[config.mk]
export PLATFORM = sky130hd
export DESIGN_NAME = div_rate_ctrl
export DESIGN_NICKNAME = d
export VERILOG_FILES = /design/src/rtl/div_rate_ctrl.sv
export SDC_FILE = /design/constraint.sdc
export NUM_CORES = 1
export LEC_CHECK = 0
export CAP_MARGIN = 25
export CORE_UTILIZATION = 50
export CTS_CLUSTER_SIZE = 20
export DETAILED_ROUTE_END_ITERATION = 12
export GPL_ROUTABILITY_DRIVEN = 1
export PLACE_DENSITY = 0.74
export SLEW_MARGIN = 20
export SYNTH_ARGS = -nofsm -noshare
export SYNTH_HDL_FRONTEND = slang
export SYNTH_SLANG_ARGS = --single-unit
[constraint.sdc]
create_clock -name clk -period 3.2 [get_ports clk]
set_clock_uncertainty 0.2 [all_clocks]
set_input_delay 0.48 -clock clk [delete_from_list [all_inputs] [get_ports clk]]
set_output_delay 0.48 -clock clk [all_outputs]
set_load 0.02 [all_outputs]
[src/rtl/div_rate_ctrl.sv]
// Run/pause/stop sequencer with a four-level rate selector.
// Rate changes take effect only at a terminal count while running.
module div_rate_ctrl #(
    parameter int               WIDTH  = 27,
    parameter logic [WIDTH-1:0] LIMIT0 = 27'd49_999_999,
    parameter logic [WIDTH-1:0] LIMIT1 = 27'd24_999_999,
    parameter logic [WIDTH-1:0] LIMIT2 = 27'd12_499_999,
    parameter logic [WIDTH-1:0] LIMIT3 = 27'd6_249_999
) (
    input  logic             clk,
    input  logic             rst,
    input  logic             start,
    input  logic             stop,
    input  logic             speed_up,
    input  logic             speed_down,
    output logic             signal,
    output logic             tick,
    output logic             running,
    output logic [1:0]       speed_level,
    output logic [WIDTH-1:0] limit
);

    typedef enum logic [1:0] {
        IDLE  = 2'd0,
        RUN   = 2'd1,
        PAUSE = 2'd2
    } state_e;

    localparam logic [WIDTH-1:0] ONE = {{(WIDTH-1){1'b0}}, 1'b1};

    state_e           state_q, state_d;
    logic [WIDTH-1:0] cnt_q, cnt_d;
    logic [WIDTH-1:0] limit_q, limit_d;
    logic             sig_q, sig_d;
    logic             tick_q, tick_d;
    logic [1:0]       lvl_q, lvl_d;
    logic [1:0]       pend_q, pend_d;

    always_ff @(posedge clk or negedge rst) begin
        if (!rst) begin
            state_q <= IDLE;
            cnt_q   <= '0;
            limit_q <= LIMIT0;
            sig_q   <= 1'b0;
            tick_q  <= 1'b0;
            lvl_q   <= 2'd0;
            pend_q  <= 2'd0;
        end else begin
            state_q <= state_d;
            cnt_q   <= cnt_d;
            limit_q <= limit_d;
            sig_q   <= sig_d;
            tick_q  <= tick_d;
            lvl_q   <= lvl_d;
            pend_q  <= pend_d;
        end
    end

    always_comb begin
        state_d = state_q;
        cnt_d   = cnt_q;
        sig_d   = sig_q;
        tick_d  = 1'b0;
        lvl_d   = lvl_q;
        pend_d  = pend_q;
        limit_d = limit_q;

        // Opposing presses in one cycle cancel out
        if (speed_up && !speed_down && pend_q != 2'd3) begin
            pend_d = pend_q + 2'd1;
        end else if (speed_down && !speed_up && pend_q != 2'd0) begin
            pend_d = pend_q - 2'd1;
        end

        unique case (state_q)
            IDLE: begin
                cnt_d = '0;
                sig_d = 1'b0;
                lvl_d = pend_d;
                if (start && !stop) state_d = RUN;
            end
            RUN: begin
                if (stop) begin
                    state_d = PAUSE;
                end else if (cnt_q >= limit_q) begin
                    cnt_d  = '0;
                    sig_d  = ~sig_q;
                    tick_d = 1'b1;
                    lvl_d  = pend_d;
                end else begin
                    cnt_d = cnt_q + ONE;
                end
            end
            PAUSE: begin
                lvl_d = pend_d;
                if (stop) begin
                    state_d = IDLE;
                    cnt_d   = '0;
                    sig_d   = 1'b0;
                end else if (start) begin
                    state_d = RUN;
                end
            end
            default: begin
                state_d = IDLE;
                cnt_d   = '0;
                sig_d   = 1'b0;
            end
        endcase

        unique case (lvl_d)
            2'd0: limit_d = LIMIT0;
            2'd1: limit_d = LIMIT1;
            2'd2: limit_d = LIMIT2;
            2'd3: limit_d = LIMIT3;
            default: limit_d = LIMIT0;
        endcase
    end

    assign signal      = sig_q;
    assign tick        = tick_q;
    assign running     = (state_q == RUN);
    assign speed_level = lvl_q;
    assign limit       = limit_q;

endmodule

Yosys cells after proc, flatten, opt, wreduce, memory -nomap -nowiden
Index checks and enable logic that the tools add are counted.
{ "op_classes": {"eq_ne": 12, "n_reduce_logical": 15, "add_sub_neg": 3, "mux": 22, "magnitude_cmp": 1, "n_bitwise": 1} }
{ "ops": {"columns": ["op", "count"], "rows": [
  ["$pmux W27 S4", 1],
  ["$mux W27", 3],
  ["$pmux W27 S2", 1],
  ["$add A27 B1 Y27 const B", 1],
  ["$ge A27 B27 Y1", 1],
  ["$mux W2", 8],
  ["$ne A2 B2 Y1 const B", 5],
  ["$eq A2 B2 Y1 const B", 3],
  ["$mux W1", 6],
  ["$pmux W2 S3", 1],
  ["$reduce_and A3 Y1", 2],
  ["$logic_and A1 B1 Y1", 5],
  ["$eq A2 B1 Y1 const B", 2],
  ["$logic_not A2 Y1", 2],
  ["$pmux W2 S2", 1],
  ["$logic_not A1 Y1", 3],
  ["$ne A3 B3 Y1 const B", 1],
  ["$add A2 B1 Y2 const B", 1],
  ["$ne A2 B1 Y1 const B", 1],
  ["$pmux W1 S2", 1],
  ["$reduce_and A2 Y1", 1],
  ["$reduce_bool A2 Y1", 1],
  ["$reduce_or A2 Y1", 1],
  ["$sub A2 B1 Y2 const B", 1],
  ["$not A1 Y1", 1]
]} }
{ "word_totals": {"reg_bits": 62, "input_bits": 6} }

Logic depth before layout (Yosys ltp)
Gate-level depths: netlist of the first run.
{ "logic_depth": {"depth_word": 10, "mapped_depth": 10, "depth_no_buf": 8} }

Worst setup path after synthesis of the first run
Ideal clock, no wire load.
{ "synth_path": {"path_kind": "register to register", "from": "reg limit_q[6] (netlist: limit[6])", "to": "reg limit_q[16] (netlist: limit[16])", "arrival_time_ns": 2.437, "required_time_ns": 2.875, "setup_time_ns": 0.125, "period_less_slack_ns": 2.762, "n_path_buf": 1, "stages_incl_launch_ff": 10, "setup_slack_ns": 0.438, "path_cell_list": "dfstp_2 > inv_1 > ha_1 > nand4b_4 > nor4_2 > o311ai_1 > and4_4 > o31ai_4 > buf_8 > mux2_4"} }
{ "synth_between": {"elab_chain_cells": 6, "word_cells_on_any_way": 9, "classes_between": "order compare (1); eq/ne (3); mux (4); reduce/logical (1)"} }
{ "synth_rtl": {"columns": ["element", "line", "rtl"], "rows": [
  ["from (decl)", "33", "logic [WIDTH-1:0] limit_q, limit_d;"],
  ["from (signal assigned)", "51", "limit_q <= limit_d;"],
  ["$ge A27 B27 Y1 (*)", "85", "end else if (cnt_q >= limit_q) begin"],
  ["$mux W2 (*)", "85", null],
  ["$mux W2 (*)", "83", "if (stop) begin"],
  ["$pmux W2 S2 (*)", "75", "unique case (state_q)"],
  ["$eq A2 B2 Y1 (tied with other cells)", "111", "unique case (lvl_d)"],
  ["$pmux W27 S4 (*)", "111", null],
  ["named net limit_d[16]", "33", null]
]} }
The timed path passes the listed nets; every way through them passes the cells marked *. The select of a mux whose other input is x is not followed.
A chain may end at the register's enable or synchronous reset.

Final worst setup path of the first run
{ "layout_path": {"from": "reg limit_q[6] (netlist: limit[6])", "to": "reg limit_q[10] (netlist: limit[10])"} }
The elaborated chain is that of the path after synthesis.

==> results_tabular.tex, run 1 <==
\begin{tabular}{lr}
\hline
Metric & Value \\
\hline
\multicolumn{2}{l}{\textbf{Yosys}} \\
\quad Seq cells post-synth & 45 \\
\quad Largest cells by area after synthesis & dfrtp\_1 35\%, ha\_1 8.9\%, dfstp\_2 5.6\%, buf\_4 5.1\%, nor2\_1 4.8\% \\
\quad Most used flip-flop cell after synthesis & dfrtp\_1 \\
\quad Cells after synthesis & between 200 and 300 \\
\quad Avg Synthesized Cell Area & 9.70 sq um \\
\quad Count of cell types in the netlist & 46 \\
\quad Yosys warning count & 0 \\
\quad Post-synthesis instance area & 2810 sq um \\
\quad Top-area cell type share of the netlist area & 34.7\% \\
\quad Proportion of synthesized chip area in sequential cells & 40.3\% \\
\quad Share of flip-flops with an asynchronous set or reset after synthesis & 100\% \\
\quad Number of synthesized flops with an enable pin & 0 \\
\quad Cell taking the most area after synthesis & dfrtp\_1 \\
\multicolumn{2}{l}{\textbf{Global routing}} \\
\quad Largest net degree at the start of global routing & between 40 and 50 \\
\quad Total grt overflow & 0 \\
\quad GRT Overall Usage & approximately a fifth \\
\quad Number of global-route vias before repair & roughly 2.0k \\
\quad Initial antenna violation count & 0 \\
\quad Global-route wire length before repair & 9550 microns \\
\multicolumn{2}{l}{\textbf{Die}} \\
\quad Floorplan row count & 26 \\
\quad Die Outline Area & 5930 sq um \\
\quad Die width & 77 microns \\
\quad Starting density of the core & 53.4\% \\
\quad Total I/O pin count & 38 \\
\quad Core Box Area & $\sim$5300 sq um \\
\quad Floorplan die height & approximately 77 microns \\
\multicolumn{2}{l}{\textbf{Setup path}} \\
\quad Largest driver fanout on the critical path & 12 \\
\quad Top Family by Delay on Critical Path & simple AND/OR/NAND/NOR gates \\
\quad FF-to-FF setup slack & 240 ps \\
\quad Kind of capture point of the worst setup path & flop \\
\quad Crit Path Class & flop to flop \\
\quad Kind of start point of the critical path & flop \\
\quad Sequence of cells on the critical path & inv\_1 > ha\_1 > nand4b\_4 > nor4\_2 > o311ai\_1 > and4\_4 > o31ai\_4 > buf\_4 > mux2\_2 \\
\quad Worst EP required & around 3200 ps \\
\quad Cell with the biggest individual delay on the critical path & dfstp\_2 \\
\quad Arrival time of data at the critical path endpoint & a little under 3000 ps \\
\quad Number of buffer and inverter instances along the worst setup path & 2 \\
\quad Maximum cell stage delay along the critical path & roughly 540 ps \\
\multicolumn{2}{l}{\textbf{STA}} \\
\quad Transition at the pin with the smallest max-transition slack & $\sim$780 ps \\
\quad Worst-case headroom to the max-slew limit & a little under half \\
\quad Final worst slack & 238 ps \\
\quad Hold violation count in the final report & 39 \\
\quad Unrepaired setup endpoints after global routing & no \\
\quad Fraction of the cycle the final worst path needs & $\sim$93\% \\
\quad Max Transition Viols Final & 0 \\
\quad F\_max & $\sim$0.34 GHz \\
\quad Fin Setup TNS & 0 ps \\
\quad Period minus WS final & a little under 3000 ps \\
\quad Post-route worst hold slack & -35.9 ps \\
\quad Number of endpoints failing setup at the final stage & 0 \\
\multicolumn{2}{l}{\textbf{Placed design}} \\
\quad Worst slack, placed & $\sim$250 ps \\
\quad Port buffer count & 27 \\
\quad Placed standard-cell area & just over 3000 sq um \\
\quad HPWL Detailed & $\sim$4200 microns \\
\quad Routability cong. & about 0.84 \\
\quad Cell total after placement & 375 \\
\multicolumn{2}{l}{\textbf{Hold path}} \\
\quad HP Class & input pin to async pin \\
\multicolumn{2}{l}{\textbf{Routing}} \\
\quad Drc violations & 0 \\
\quad Vias post-DR & between 2k and 2.5k \\
\quad Count of routing violations after the opening detailed-route iteration & 119 \\
\quad DR pass1 iterations & 4 \\
\quad Antenna viol nets, final & 0 \\
\quad Routed Wire Length & 5530 microns \\
\quad Vias per Instance & around 5.3 \\
\quad WL per Instance & between 10 and 15 microns \\
\multicolumn{2}{l}{\textbf{Cells and area}} \\
\quad Signed area change from the synthesized netlist to the final layout & 11.6\% \\
\quad Number of nets at the end of the flow & 338 \\
\quad Layout filler cell count & about 450 \\
\quad Proportion of layout cells with a drive suffix above 1 & between 10\% and 20\% \\
\quad Most frequent cells in the layout & 39 x dfrtp\_1, 36 x nor2\_1, 26 x clkdlybuf4s50\_1, 23 x inv\_1, 20 x ha\_1 \\
\quad ANT cells & 0 \\
\quad Number of cells in the finished layout apart from fillers & 383 \\
\quad Post-route cell area & $\sim$3100 sq um \\
\quad Final Core Density & between 50\% and 60\% \\
\quad Most common cell after layout, fill and taps aside & dfrtp\_1 \\
\multicolumn{2}{l}{\textbf{Clock network}} \\
\quad Post-CTS setup-driven buffer insertion count & 0 \\
\quad Skew-Pair Late Insertion Delay & $\sim$300 ps \\
\quad Count of clock tree sinks & 45 \\
\quad H-Tree Depth & 2 \\
\quad Inserted Clock Buffers & 5 \\
\quad Hold-fix buffers at CTS & 0 \\
\quad Root cell of the clock tree & clkbuf\_8 \\
\quad Clock Tree Buf Depth & 2 \\
\quad Number of gates resized after cts & 0 \\
\quad TritonCTS clock tree & done \\
\quad CTS clock-pin slew for the worst setup and hold paths & approximately 90 ps \\
\multicolumn{2}{l}{\textbf{Pwr}} \\
\quad Combinational share of power & a little over two fifths \\
\quad Ratio of total power to cell area & a little over 600 nW/um\^{}2 \\
\quad Clock network power share & around 18\% \\
\quad Switching power of the nets & 0.738 mW \\
\quad Pleak & 1.41 nW \\
\quad Sequential power share & between 30\% and 40\% \\
\quad Internal cell power & around 1.2 mW \\
\quad Worst IR drop on VDD & a little under 0.5 mV \\
\quad Switching share of power & roughly 38\% \\
\quad Power after layout & just under 2 mW \\
\multicolumn{2}{l}{\textbf{Run status}} \\
\quad Status & finished with violations \\
\quad Violated checks & negative hold slack \\
\multicolumn{2}{l}{\textbf{Run}} \\
\quad Number of maximum-capacitance constraint violations & 0 \\
\hline
\end{tabular}
[cell type report]
class	instances	area (sq um)	area share [%]
Timing Repair Buffer	31	298	9.49
Inverter	23	86.3	2.75
Sequential cell	45	1130	36.1
Multi-Input combinational cell	206	1450	46.1
Tap cell	70	87.6	2.79
Clock inverter	3	17.5	0.558
Clock buffer	5	68.8	2.19
[cells by family after synthesis]
| kind of cell | share of synthesized area (%) |
|---|---|
| AND/OR/NAND/NOR | 21.3 |
| buffers and inverters | 9.30 |
| flip-flops | 40.3 |
| AO/OA/AOI/OAI | 7.61 |
| XOR/XNOR | 6.85 |
| adder cells (fa/ha/maj) | 8.90 |
| multiplexers | 5.47 |
| other | 0.267 |
[sequential cells by signal, summed over array words and instances, names as in the netlist]
name         count
speed_level      1
pend_q           2
limit           11
cnt_q           27
signal           1
tick             1
state_q          2
[cells in the mapped netlist (all sizes together) (2+ instances only)]
cell / count
and4: 2
nor3: 6
buf: 22
nor2: 36
nand4: 12
nor4: 4
inv: 23
and3: 4
dfrtp: 39
o22ai: 3
nand2b: 5
nor2b: 3
a21oi: 13
clkbuf: 2
nand3b: 3
dfstp: 6
o31ai: 3
mux2i: 6
nand3: 7
mux2: 7
or3: 3
o21ai: 4
ha: 20
conb: 2
a31oi: 6
nor3b: 2
xnor2: 11
xor2: 11
nand2: 18
[final timing paths]
| check | start | end | cells past startpoint |
|---|---|---|---|
| max in group asynchronous | rst | signal | 1 |
| hold reg to reg | signal | signal | 1 |
| setup reg to reg | limit[6] | limit[10] | 9 |
| setup / recovery | limit[6] | limit[10] | 9 |
| min in group clk | signal | signal | 1 |
| hold / removal | rst | limit[16] | 1 |
[power groups by stage]
stage	Sequential, mW	Combinational, mW	Clock [mW]
floorplan	0.845	0.506	0
global placement	0.771	0.824	0
detailed placement	0.777	0.843	0
CTS	0.766	0.847	0.360
global route	0.779	0.917	0.382
finish	0.763	0.845	0.347
[metal layers]
layer | global-route usage (%) | share of wire, % | vias to the layer above
met3 | 3.21 | 3.3 | 8
met1 | 27.8 | 47 | 970
met5 | 0 | 0 | -
met4 | 7.17 | 1.5 | 0
li1 | - | - | 1013
met2 | 33.0 | 48 | 40
[worst reg2reg max path, stage by stage (launching register included)]
cell      delay [ps]
dfstp_2          540
inv_1             70
ha_1             340
nand4b_4         130
nor4_2           330
o311ai_1         150
and4_4           270
o31ai_4          180
buf_4            260
mux2_2           370
Note: power is estimated with default switching activity, not from simulation.
==> inputs of run 2 (changes only) <==
--- a/config.mk
+++ b/config.mk
@@ -6,11 +6,13 @@
 export NUM_CORES = 1
 export LEC_CHECK = 0
 export CAP_MARGIN = 25
+export CORE_ASPECT_RATIO = 1.75
 export CORE_UTILIZATION = 50
 export CTS_CLUSTER_SIZE = 20
 export DETAILED_ROUTE_END_ITERATION = 12
 export GPL_ROUTABILITY_DRIVEN = 1
 export PLACE_DENSITY = 0.74
+export SKIP_CTS_REPAIR_TIMING = 1
 export SLEW_MARGIN = 20
 export SYNTH_ARGS = -nofsm -noshare
 export SYNTH_HDL_FRONTEND = slang
==> run 2 against run 1 <==
  * The flow still finishes with violations (negative hold slack)
  * Critical path depth unchanged
  * Worst setup slack gained 32 ps
  * Sequential cell count unchanged
  * Sequential share of layout area decreased by 0.11 points
  * Final cell count grew 1.3%
  * Routed wire length is 9.7% higher
  * Combinational power about the same
  * Sequential power is essentially flat
  * Via count increased by 4.2%
  * Power shrank 0.25%
==> results_tabular.tex, run 2 (synthesis results as in run 1) <==
\begin{tabular}{lr}
\hline
Metric & Value \\
\hline
\multicolumn{2}{l}{\textbf{Clock network}} \\
\quad Skew-Pair Late Insertion Delay & 290 ps (was 300 ps) \\
\quad TritonCTS clock tree & done (unchanged) \\
\quad Inserted Clock Buffers & 5 (unchanged) \\
\quad Count of clock tree sinks & 45 (unchanged) \\
\quad Clock Tree Buf Depth & 2 (unchanged) \\
\quad Root cell of the clock tree & clkbuf\_8 (unchanged) \\
\quad CTS clock-pin slew for the worst setup and hold paths & 80 ps (was 90 ps) \\
\quad H-Tree Depth & 2 (unchanged) \\
\multicolumn{2}{l}{\textbf{Routing}} \\
\quad WL per Instance & 15.6 microns (was 14.4 microns) \\
\quad Count of routing violations after the opening detailed-route iteration & 51 (was 119) \\
\quad Vias post-DR & 2,116 (was 2,031) \\
\quad Antenna viol nets, final & 0 (unchanged) \\
\quad Vias per Instance & 5.45 (was 5.30) \\
\quad Drc violations & 0 (unchanged) \\
\quad DR pass1 iterations & 4 (unchanged) \\
\quad Routed Wire Length & 6070 microns (was 5530 microns) \\
\multicolumn{2}{l}{\textbf{Cells and area}} \\
\quad Signed area change from the synthesized netlist to the final layout & 12.0\% (was 11.6\%) \\
\quad Number of nets at the end of the flow & 339 (was 338) \\
\quad Final Core Density & 58.9\% (was 59.6\%) \\
\quad Number of flip-flops in the largest register & 27 (unchanged) \\
\quad Layout filler cell count & 489 (was 453) \\
\quad Post-route cell area & 3150 sq um (was 3140 sq um) \\
\quad Most frequent cells in the layout & 39 x dfrtp\_1, 36 x nor2\_1, 26 x clkdlybuf4s50\_1, 23 x inv\_1, 20 x ha\_1 (unchanged) \\
\quad Top reg by flops & cnt\_q (unchanged) \\
\quad Most common cell after layout, fill and taps aside & dfrtp\_1 (unchanged) \\
\quad Proportion of layout cells with a drive suffix above 1 & 10.5\% (was 10.9\%) \\
\quad ANT cells & 0 (unchanged) \\
\multicolumn{2}{l}{\textbf{Hold path}} \\
\quad HP Class & input pin to async pin (unchanged) \\
\multicolumn{2}{l}{\textbf{Placed design}} \\
\quad Port buffer count & 27 (unchanged) \\
\quad Placed standard-cell area & 3060 sq um (was 3050 sq um) \\
\quad Routability cong. & 0.869 (was 0.835) \\
\quad Worst slack, placed & 269 ps (was 255 ps) \\
\quad HPWL Detailed & 4710 microns (was 4160 microns) \\
\multicolumn{2}{l}{\textbf{Global routing}} \\
\quad Global-route wire length before repair & 9830 microns (was 9550 microns) \\
\quad Largest net degree at the start of global routing & 46 (unchanged) \\
\quad Total grt overflow & 0 (unchanged) \\
\quad Initial antenna violation count & 0 (unchanged) \\
\quad GRT Overall Usage & 22.6\% (was 20.4\%) \\
\quad Number of global-route vias before repair & 2,088 (was 1,980) \\
\multicolumn{2}{l}{\textbf{STA}} \\
\quad Period minus WS final & 2930 ps (was 2960 ps) \\
\quad Post-route worst hold slack & -27.6 ps (was -35.9 ps) \\
\quad Fin Setup TNS & 0 ps (unchanged) \\
\quad Number of endpoints failing setup at the final stage & 0 (unchanged) \\
\quad Worst-case headroom to the max-slew limit & 50.4\% (was 47.2\%) \\
\quad Hold violation count in the final report & 37 (was 39) \\
\quad Max Transition Viols Final & 0 (unchanged) \\
\quad Fraction of the cycle the final worst path needs & 91.6\% (was 92.6\%) \\
\quad Final worst slack & 270 ps (was 238 ps) \\
\quad Transition at the pin with the smallest max-transition slack & 737 ps (was 784 ps) \\
\quad Unrepaired setup endpoints after global routing & no (unchanged) \\
\quad F\_max & 0.341 GHz (was 0.338 GHz) \\
\multicolumn{2}{l}{\textbf{Setup path}} \\
\quad Worst EP required & 3180 ps (about the same) \\
\quad Largest driver fanout on the critical path & 12 (unchanged) \\
\quad Number of buffer and inverter instances along the worst setup path & 2 (unchanged) \\
\quad Arrival time of data at the critical path endpoint & 2910 ps (was 2950 ps) \\
\quad Top Family by Delay on Critical Path & simple AND/OR/NAND/NOR gates (unchanged) \\
\quad Kind of capture point of the worst setup path & flop (unchanged) \\
\quad Crit Path Class & flop to flop (unchanged) \\
\quad Sequence of cells on the critical path & inv\_1 > ha\_1 > nand4b\_4 > nor4\_2 > o311ai\_1 > and4\_4 > o31ai\_4 > buf\_4 > mux2\_2 (unchanged) \\
\quad Cell with the biggest individual delay on the critical path & dfstp\_2 (unchanged) \\
\quad Kind of start point of the critical path & flop (unchanged) \\
\quad Maximum cell stage delay along the critical path & 540 ps (about the same) \\
\multicolumn{2}{l}{\textbf{Pwr}} \\
\quad Pleak & 1.41 nW (unchanged) \\
\quad Power after layout & 1.95 mW (was 1.96 mW) \\
\quad Worst IR drop on VDD & 0.437 mV (was 0.488 mV) \\
\quad Ratio of total power to cell area & 620 nW/um\^{}2 (was 623 nW/um\^{}2) \\
\multicolumn{2}{l}{\textbf{Run status}} \\
\quad Status & finished with violations (unchanged) \\
\quad Violated checks & negative hold slack (unchanged) \\
\multicolumn{2}{l}{\textbf{Die}} \\
\quad Starting density of the core & 52.6\% (was 53.4\%) \\
\quad Die Outline Area & 5940 sq um (was 5930 sq um) \\
\quad Total I/O pin count & 38 (unchanged) \\
\quad Core Box Area & 5340 sq um (was 5270 sq um) \\
\quad Die width & 58.7 microns (was 77 microns) \\
\quad Floorplan row count & 35 (was 26) \\
\quad Floorplan die height & 101 microns (was 77 microns) \\
\multicolumn{2}{l}{\textbf{Run}} \\
\quad Number of maximum-capacitance constraint violations & 0 (unchanged) \\
\hline
\end{tabular}
run 2: cell count changes in the layout (fill, tap and decap cells not counted), sizes merged:
cell    before  now
clkbuf       5    7
clkinv       2    0
buf          5    6
run 2: area by class of cell:
class,count,area (sq um),area share [%]
Timing Repair Buffer,32,305,9.69
Inverter,23,86.3,2.74
Sequential cell,45,1130,36.0
Clock buffer,7,76.3,2.42
Clock inverter,1,7.51,0.238
Multi-Input combinational cell,206,1450,46.0
Tap cell,74,92.6,2.94
run 2: where the power goes:
part / internal, mW / switching [mW]
Combinational: 0.387 / 0.456
Clock: 0.155 / 0.187
Sequential: 0.680 / 0.0862
Total: 1.22 / 0.729
run 2: worst paths after layout:
| path | start | to | slack [ps] | cells past startpoint |
|---|---|---|---|---|
| max in group asynchronous | rst | cnt_q[23] | 2430 | 1 |
| min | rst | cnt_q[21] | -30 | 1 |
| max | limit[6] | speed_level[1] | 270 | 9 |
| max reg2reg | limit[6] | speed_level[1] | 270 | 9 |
| min reg2reg | cnt_q[1] | cnt_q[1] | 340 | 2 |
| min in group clk | cnt_q[1] | cnt_q[1] | 340 | 2 |
run 2: metal layers:
metal	vias to the layer above	global-route usage, %	wire, microns
li1	1013	-	-
met3	23	3.83	186
met5	-	0	0
met1	1030	22.6	2180
met2	50	41.6	3340
met4	0	14.7	362
run 2: metrics by stage:
| step | hold slack [ps] | std cells |
|---|---|---|
| 2_1_floorplan | -15.6 | 298 |
| 5_1_grt | 19.8 | 388 |
| 4_1_cts | 188 | 388 |
| 3_5_place_dp | 322 | 380 |
| 6_report | -27.6 | 388 |
| 3_3_place_gp | 313 | 380 |
==> RTL edit (settings of run 2) <==
Remove the register `tick_q`: a continuous assignment takes its place, so the output `tick` follows one clock earlier.
--- a/src/rtl/div_rate_ctrl.sv
+++ b/src/rtl/div_rate_ctrl.sv
@@ -43,5 +43,4 @@
             limit_q <= LIMIT0;
             sig_q   <= 1'b0;
-            tick_q  <= 1'b0;
             lvl_q   <= 2'd0;
             pend_q  <= 2'd0;
@@ -51,9 +50,10 @@
             limit_q <= limit_d;
             sig_q   <= sig_d;
-            tick_q  <= tick_d;
             lvl_q   <= lvl_d;
             pend_q  <= pend_d;
         end
     end
+
+    assign tick_q = tick_d;
 
     always_comb begin
Function: no difference found for any inputs over 10 cycles, from zero or initial values and one cycle with rst low; that may be too few to reach the edited logic, so the function may still have changed.
==> RTL edit against run 2 <==
- synthesized cell count decreased by 0.34%
- sequential cell count fell by 1
- cell area grew 2.0%
- area after synthesis down 0.89%
- global-route usage decreased by 0.47 points
- combinational power up 4.0%
- routed wire length fell by 2.5%
- clock power grew 22%
- worst setup slack lost 150 ps
- power is 4.3% higher
==> RTL edit: results (changes against run 2) <==
clkbuf_count: 6  # -1
synth-compound-area-share_pct: 7.68  # +0.068 points
pg_comb_w: 0.000877  # +4.0%
wl_per_cell_um: 15.1  # -3.7%
wl_um: 5920  # -2.5%
clk_pin_slew_worst_paths_ps: 80  # about the same
seq_cell_count: 44  # -2.2%
r2r_cells: 10  # +1
grt_use_total_pct: 22.1  # -0.47 points
yosysUniqueCellTypes: 46  # unchanged
synth_mux_area_share_pct: 5.52  # +0.049 points
placed_cells: 383  # +0.79%
min_path_type: "reg2reg"
layout.buffer.nonclock.area_share_pct: 11.5  # +1.8 points
ir_worst_vdd_v: 0.000515  # +18%
synth-main-ff-cell: "dfrtp_1"
gp_congestion: 0.829  # -4.6%
synth_common_cells: "dfrtp_1 (38), nor2_1 (36), inv_1 (23)"
multi_input_area_sq_mm: 0.00145  # unchanged
buffers: 38  # +19%
clk_share_pct: 3.35  # +0.69 points
synthAdderAreaFrac_pct: 8.98  # +0.080 points
largest_reg_flops: 27  # unchanged
critical_path_class: "reg2out"
status: "complete, no violations"
num-multi-input-gates: 206  # unchanged
cts_root_buf: "clkbuf_8"
power_density_mw_per_mm2: 633  # +2.2%
cp.arrival_ps: 2400  # -510 ps
synthCells: 289  # -0.34%
hpwl_um: 4540  # -3.6%
n_fill_cell: 461  # -5.7%
reg2reg_from: "limit[6]"
switching_share_pct: 35.9  # -1.5 points
maxSlewHeadroom_pct: 52.1  # +1.7 points
path_max_fanout: 3  # -9
holdWs_ps: 326  # +353 ps
synthTopCellsByArea: "dfrtp_1 (34%), ha_1 (9.0%), dfstp_2 (5.7%)"
grt_pass1_vias: 2021  # -3.2%
drt_iter0_drc: 61  # +20%
reg2reg_setup_slack_ps: 180  # -90 ps
critPathCapture: "tick"
dr_total_vias: 2068  # -2.3%
p_seq_w: 0.000738  # -3.7%
nets: 344  # +1.5%
synth_xor_area_share_pct: 6.91  # +0.061 points
cts_made_buffers: 5  # unchanged
seqCellArea_sq_mm: 0.00111  # -2.2%
top_register: "cnt_q"
grt_max_degree: 45  # -2.2%
p_leak_nw: 1.45  # +2.9%
grt_pass1_wl_um: 9650  # -1.8%
synth_seq_area_share_pct: 39.8  # -0.54 points
layout-drive-gt1-share_pct: 12.5  # +2.0 points
==> RTL edit: cell count changes in the layout (fill, tap and decap cells not counted) <==
| cell | before | now |
|---|---|---|
| clkdlybuf4s50_1 | 26 | 25 |
| clkinvlp_4 | 1 | 0 |
| bufinv_16 | 0 | 1 |
| dlygate4sd3_1 | 0 | 1 |
| buf_2 | 0 | 1 |
| clkbuf_2 | 0 | 1 |
| dfrtp_1 | 39 | 38 |
| buf_4 | 6 | 8 |
| buf_12 | 0 | 2 |
| clkinv_2 | 0 | 1 |
| clkbuf_1 | 2 | 1 |
==> RTL edit: stage by stage <==
stage | cell area [sq um] | worst slack (ps)
2_1_floorplan | 2820 | 149
3_3_place_gp | 3080 | 82.8
3_5_place_dp | 3080 | 6.02
4_1_cts | 3190 | -325
5_1_grt | 3210 | 16.3
6_report | 3210 | 124
==> RTL edit: routing by layer <==
layer	global-route usage [%]	wire length, um
met4	10.6	244
met1	24.1	2260
met3	2.95	126
met5	0	0
met2	40.7	3290
